[config.mk]
export PLATFORM = sky130hd
export DESIGN_NAME = simon_core_n
export DESIGN_NICKNAME = d
export VERILOG_FILES = /design/src/rtl/simon_core_n.sv
export SDC_FILE = /design/constraint.sdc
export NUM_CORES = 1
export LEC_CHECK = 0
export ABC_AREA = 1
export BUFFER_PORTS_ARGS = -buffer_cell sky130_fd_sc_hd__buf_2
export CORE_MARGIN = 4
export CORE_UTILIZATION = 57
export CTS_CLUSTER_SIZE = 10
export DETAILED_ROUTE_END_ITERATION = 12
export PLACE_DENSITY = 0.8
export REMOVE_ABC_BUFFERS = 1
export SLEW_MARGIN = 15
export SYNTH_ARGS = -nofsm -noshare
export SYNTH_HDL_FRONTEND = slang
export SYNTH_SLANG_ARGS = --single-unit
[constraint.sdc]
create_clock -name clk -period 1.86 [get_ports clk]
set_input_delay 0.093 -clock clk [delete_from_list [all_inputs] [get_ports clk]]
set_output_delay 0.093 -clock clk [all_outputs]
set_load 0.01 [all_outputs]
[src/rtl/simon_core_n.sv]
// Simon game engine: LFSR-driven light sequence, timed show/response phases,
// N switch/LED channels and a best-score register retained across games.
module simon_core_n #(
  parameter int          NCH        = 4,
  parameter int          SCORE_W    = 8,
  parameter int          MAX_LEN    = 99,
  parameter int          ON_TICKS   = 4,
  parameter int          OFF_TICKS  = 2,
  parameter int          USER_TICKS = 20,
  parameter logic [7:0]  TAPS       = 8'hB8
) (
  input  logic               clk,
  input  logic               rst,
  input  logic               start,
  input  logic [NCH-1:0]     sw,
  input  logic [7:0]         seed,
  output logic [NCH-1:0]     led,
  output logic [SCORE_W-1:0] score,
  output logic [SCORE_W-1:0] seq_idx,
  output logic [SCORE_W-1:0] best,
  output logic               simons_turn,
  output logic               fail,
  output logic               win,
  output logic               new_best
);

  localparam int CH_W  = $clog2(NCH);
  localparam int T_SH  = (ON_TICKS > OFF_TICKS) ? ON_TICKS : OFF_TICKS;
  localparam int T_MAX = (T_SH > USER_TICKS) ? T_SH : USER_TICKS;
  localparam int TIM_W = $clog2(T_MAX + 1);

  localparam logic [TIM_W-1:0]   ON_LAST   = TIM_W'(ON_TICKS - 1);
  localparam logic [TIM_W-1:0]   OFF_LAST  = TIM_W'(OFF_TICKS - 1);
  localparam logic [TIM_W-1:0]   USER_LOAD = TIM_W'(USER_TICKS);
  localparam logic [TIM_W-1:0]   T_ONE     = TIM_W'(1);
  localparam logic [SCORE_W-1:0] S_ONE     = SCORE_W'(1);
  localparam logic [SCORE_W-1:0] S_MAX     = SCORE_W'(MAX_LEN);

  typedef enum logic [2:0] {
    S_IDLE, S_SHOW_ON, S_SHOW_OFF, S_USER_WAIT,
    S_USER_HOLD, S_ADVANCE, S_FAIL, S_WIN
  } state_t;

  state_t             r_state;
  logic [7:0]         r_lfsr;
  logic [TIM_W-1:0]   r_timer;
  logic [SCORE_W-1:0] r_score;
  logic [SCORE_W-1:0] r_idx;
  logic [SCORE_W-1:0] r_best;
  logic               r_nb;
  logic               r_win_ph;

  logic [7:0]         w_seed_eff;
  logic [7:0]         w_lfsr_nxt;
  logic [NCH-1:0]     w_exp;
  logic [NCH-1:0]     w_alt;
  logic [SCORE_W-1:0] w_idx_nxt;
  logic               w_wrong;

  assign w_seed_eff = seed | 8'h01;
  assign w_lfsr_nxt = {r_lfsr[6:0], ^(r_lfsr & TAPS)};
  assign w_exp      = NCH'(1) << r_lfsr[CH_W-1:0];
  assign w_idx_nxt  = r_idx + S_ONE;
  assign w_wrong    = (sw != '0) && (sw != w_exp);

  // Even-numbered channels lit: the first WIN frame (bit0 set).
  always_comb begin
    w_alt = '0;
    for (int i = 0; i < NCH; i += 2) w_alt[i] = 1'b1;
  end

  always_comb begin
    led = '0;
    case (r_state)
      S_SHOW_ON, S_USER_HOLD: led = w_exp;
      S_FAIL:                 led = '1;
      S_WIN:                  led = r_win_ph ? ~w_alt : w_alt;
      default:                led = '0;
    endcase
  end

  assign score       = r_score;
  assign seq_idx     = r_idx;
  assign best        = r_best;
  assign simons_turn = (r_state == S_SHOW_ON) || (r_state == S_SHOW_OFF);
  assign fail        = (r_state == S_FAIL);
  assign win         = (r_state == S_WIN);
  assign new_best    = r_nb && ((r_state == S_FAIL) || (r_state == S_WIN));

  always_ff @(posedge clk) begin
    if (rst) begin
      r_state  <= S_IDLE;
      r_lfsr   <= 8'h01;
      r_timer  <= '0;
      r_score  <= '0;
      r_idx    <= '0;
      r_best   <= '0;
      r_nb     <= 1'b0;
      r_win_ph <= 1'b0;
    end else begin
      case (r_state)
        S_IDLE, S_FAIL, S_WIN: begin
          if (start) begin
            r_score  <= S_ONE;
            r_lfsr   <= w_seed_eff;
            r_idx    <= '0;
            r_timer  <= '0;
            r_nb     <= 1'b0;
            r_win_ph <= 1'b0;
            r_state  <= S_SHOW_ON;
          end else if (r_state == S_WIN) begin
            r_win_ph <= ~r_win_ph;
          end
        end
        S_SHOW_ON: begin
          if (r_timer == ON_LAST) begin
            r_timer <= '0;
            r_lfsr  <= w_lfsr_nxt;
            r_idx   <= w_idx_nxt;
            r_state <= S_SHOW_OFF;
          end else begin
            r_timer <= r_timer + T_ONE;
          end
        end
        S_SHOW_OFF: begin
          if (r_timer == OFF_LAST) begin
            r_timer <= '0;
            if (r_idx == r_score) begin
              // Replay the sequence from the seed for the user to echo.
              r_lfsr  <= w_seed_eff;
              r_idx   <= '0;
              r_timer <= USER_LOAD;
              r_state <= S_USER_WAIT;
            end else begin
              r_state <= S_SHOW_ON;
            end
          end else begin
            r_timer <= r_timer + T_ONE;
          end
        end
        S_USER_WAIT: begin
          r_timer <= r_timer - T_ONE;
          // A press on the last allowed cycle wins over the timeout.
          if (sw == w_exp)          r_state <= S_USER_HOLD;
          else if (w_wrong)         r_state <= S_FAIL;
          else if (r_timer == T_ONE) r_state <= S_FAIL;
        end
        S_USER_HOLD: begin
          if (sw == '0) begin
            r_lfsr <= w_lfsr_nxt;
            r_idx  <= w_idx_nxt;
            if (w_idx_nxt == r_score) begin
              r_state <= S_ADVANCE;
            end else begin
              r_timer <= USER_LOAD;
              r_state <= S_USER_WAIT;
            end
          end else if (sw != w_exp) begin
            r_state <= S_FAIL;
          end
        end
        S_ADVANCE: begin
          if (r_score > r_best) begin
            r_best <= r_score;
            r_nb   <= 1'b1;
          end
          if (r_score == S_MAX) begin
            r_win_ph <= 1'b0;
            r_state  <= S_WIN;
          end else begin
            r_score <= r_score + S_ONE;
            r_lfsr  <= w_seed_eff;
            r_idx   <= '0;
            r_timer <= '0;
            r_state <= S_SHOW_ON;
          end
        end
        default: r_state <= S_IDLE;
      endcase
    end
  end

endmodule

==> results.json <==
{
  "status": "complete, no violations",
  "vias": 3317,
  "synth_cell_types": 40,
  "drt-initial-drc-count": 237,
  "utilization_pct": 71.94,
  "grt_pass1_vias": 3164,
  "clk_latency_ns": 0.30,
  "finalMaxSlewViolations": 0,
  "rr_endpoint": "r_lfsr[1]$_SDFFE_PP0P_",
  "drcViolationCount": 0,
  "clockRootBuffer": "clkbuf_8",
  "p_leak_nw": 1.828,
  "rr_worst_depth": 9,
  "cts.sinks": 42,
  "globalRouteOverflowTotal": 0,
  "syn2layout_area_growth_pct": 21.34,
  "slew_headroom_pct": 72.99,
  "drt_pre_antenna_iters": 5,
  "synth-seq-area-share_pct": 27.42,
  "rsz0062_at_grt": "true",
  "peakVddDrop_mv": 0.9112,
  "netlist_area_um2": 3067,
  "rows": 26,
  "yosysWarnings": 0,
  "hold_path_class": "in2reg",
  "start_util_pct": 59.29,
  "drive_above_1_share_pct": 25.81,
  "critPathLaunchType": "flip-flop",
  "wirelength_um": 8113,
  "synthArstFlopShare_pct": 0,
  "wl_per_cell_um": 13.00,
  "end_kind": "flip-flop",
  "grt_pass1_wl_um": 13550,
  "crit_required_ns": 2.05,
  "synth_edf_count": 0,
  "finalCriticalPeriod_ns": 1.778,
  "core_um2": 5172,
  "dpl_worst_slack_ns": 0.01344,
  "fin_skew_ns": 0.007447,
  "final_cells": 624,
  "drv_cap": 0,
  "final_nets": 581,
  "setup_tns_ns": 0,
  "via_per_inst": 5.316,
  "clock.fmax_mhz": 562.4,
  "port_buffers": 45,
  "post-dp-hpwl_um": 5892,
  "ys.flop_type": "dfxtp_1",
  "worstMarginPinSlew_ns": 0.4047,
  "r2r-start": "score[0]$_SDFFE_PP0P_",
  "cts_max_level": 2,
  "cts_tree": "yes",
  "placed_cells": 611,
  "crit_type": "reg2reg",
  "die_area_um2": 6618,
  "cts.clk_slew.worst_paths_ns": 0.09,
  "ant_nets": 0,
  "antenna_found_initial": 0,
  "crit_fanout": 9,
  "finalHoldViolCount": 0,
  "grtUsageTotal_pct": 25.56,
  "ctsLongestPathBuffers": 2,
  "pwr_density_cell_nw_per_um2": 1271,
  "worst_hold_path.num_cells": 4,
  "finalSetupViolCount": 0,
  "syn_inst": 485,
  "worst_slack_ns": 0.08199,
  "whs_endpoint": "r_nb$_SDFFE_PP0P_",
  "synth-seq-cells": 42,
  "finalWeightedCongestion": 0.9312,
  "min-delay-start": "start",
  "insertedDiodeCount": 0,
  "grt_max_degree": 26,
  "die_w_um": 81.35,
  "rrSetupSlack_ns": 0.08,
  "io_pins": 47,
  "crit_arrival_ns": 1.97,
  "die_h_um": 81.35,
  "synth.avg_cell_area_um2": 6.323,
  "fin_crit_sh_pct": 95.59,
  "cts_buffers": 5,
  "ctsHoldBuffers": 0
}
-- flip-flops by register name, indices dropped and copies added, names as in the netlist --
register	flops
best	8
r_lfsr	8
score	8
seq_idx	8
r_timer	5
r_state	3
r_nb	1
r_win_ph	1
-- worst max path at each step --
stage	startpoint	end	cells after the start
final	score[0]$_SDFFE_PP0P_	r_lfsr[1]$_SDFFE_PP0P_	9
after detailed placement	score[5]$_SDFFE_PP0P_	best[7]$_SDFFE_PP0P_	8
after CTS	r_state[1]$_SDFFE_PP0P_	led[0]	9
after global routing	score[0]$_SDFFE_PP0P_	score[5]$_SDFFE_PP0P_	10
after global placement	score[6]$_SDFFE_PP0P_	seq_idx[1]$_SDFFE_PP0P_	8
after floorplan	r_state[0]$_SDFFE_PP0P_	seq_idx[1]$_SDFFE_PP0P_	7
-- synthesized netlist by cell type, types with 2 or more instances --
library cell	instances	area share, %
o21ai_1	4	0.65
buf_6	4	1.5
nand2_2	8	1.6
nand3_2	4	1.3
nor2_2	6	1.2
xor2_1	10	2.9
o21ai_0	24	3.9
o21ai_2	2	0.57
nor2_1	40	4.9
ha_1	13	5.3
o21bai_1	2	0.49
nand2_1	145	18
a31oi_1	2	0.41
a211oi_1	3	0.73
nand3_1	31	5.1
buf_2	3	0.49
o211ai_1	2	0.49
nor3_1	7	1.1
clkbuf_1	5	0.61
inv_2	5	0.61
xnor2_1	4	1.1
inv_1	61	7.5
nand4_1	3	0.61
a21oi_1	39	6.4
nand2_4	2	0.73
dfxtp_1	42	27
-- timing repair --
action                                  CTS  global route
endpoints found under the setup margin    6            41
setup buffers                             0             4
pin swaps                                 0             3
resized for setup                         6            36
cloned                                    0             1
-- layout make-up --
type                       count  area [um2]
timing repair buffer          73       439.2
clock buffer                   5       68.82
sequential                    42       870.8
tap                           70       87.58
fill                         431        1451
multi-input combinational    364        1976
inverter                      67       254.0
clock inverter                 3       25.02
-- logic make-up (layout without fill, tap and decap cells) --
family,after synthesis,after routing,synth area share (%)
buffers and inverters,80,148,10.93
AND/OR/NAND/NOR,253,254,37.01
XOR/XNOR,14,14,3.998
AO/OA/AOI/OAI,83,83,15.34
flip-flops,42,42,27.42
adder cells (fa/ha/maj),13,13,5.304
-- power by group --
part           internal, mW  switching (mW)  leakage (nW)
combinational          1.05            1.70          1.43
clock                 0.271           0.361        0.0447
sequential             1.12           0.229         0.351
-- routing by layer --
| layer | part of all wire (%) | GRT usage (%) | up-vias |
|---|---|---|---|
| li1 | - | - | 1685 |
| met1 | 44 | 31.92 | 1505 |
| met2 | 48 | 44.46 | 108 |
| met3 | 6.3 | 4.102 | 19 |
| met4 | 1.6 | 8.277 | 0 |
| met5 | 0 | 0 | - |
-- placed cells by master, fill, tap and decap left out, types with 3 or more instances in the layout --
cell type  Yosys  layout
a21oi_1       39      38
buf_2          3      45
buf_4          0      27
clkbuf_8       0       5
dfxtp_1       42      26
dfxtp_2        0      12
dfxtp_4        0       4
ha_1          13      11
inv_1         61      61
inv_2          5       4
nand2_1      145     145
nand2_2        8       8
nand2_4        2       3
nand3_1       31      31
nand3_2        4       3
nand4_1        3       3
nor2_1        40      37
nor2_2         6       5
nor2_4         1       5
nor3_1         7       6
o21ai_0       24      22
o21ai_1        4       6
xnor2_1        4       3
xor2_1        10      10
-- critical path, stage by stage (launching register included) --
cell     delay (ns)
dfxtp_4        0.38
ha_1           0.23
nor3b_2        0.17
nand3_2        0.10
nand2_2        0.08
nor2_4         0.12
nand3_4        0.16
buf_4          0.21
o21ai_0        0.16
a21oi_1        0.06
-- stage by stage --
stage	hold WS, ns	power (mW)	instance area [um2]
3_5_place_dp	0.4206	3.870	3476
3_3_place_gp	0.4219	3.785	3476
5_1_grt	0.1090	5.127	3721
2_1_floorplan	0.1621	3.092	2983
6_report	0.09173	4.728	3721
4_1_cts	0.09510	4.552	3585
No activity file was read; power rests on OpenSTA's default activity.
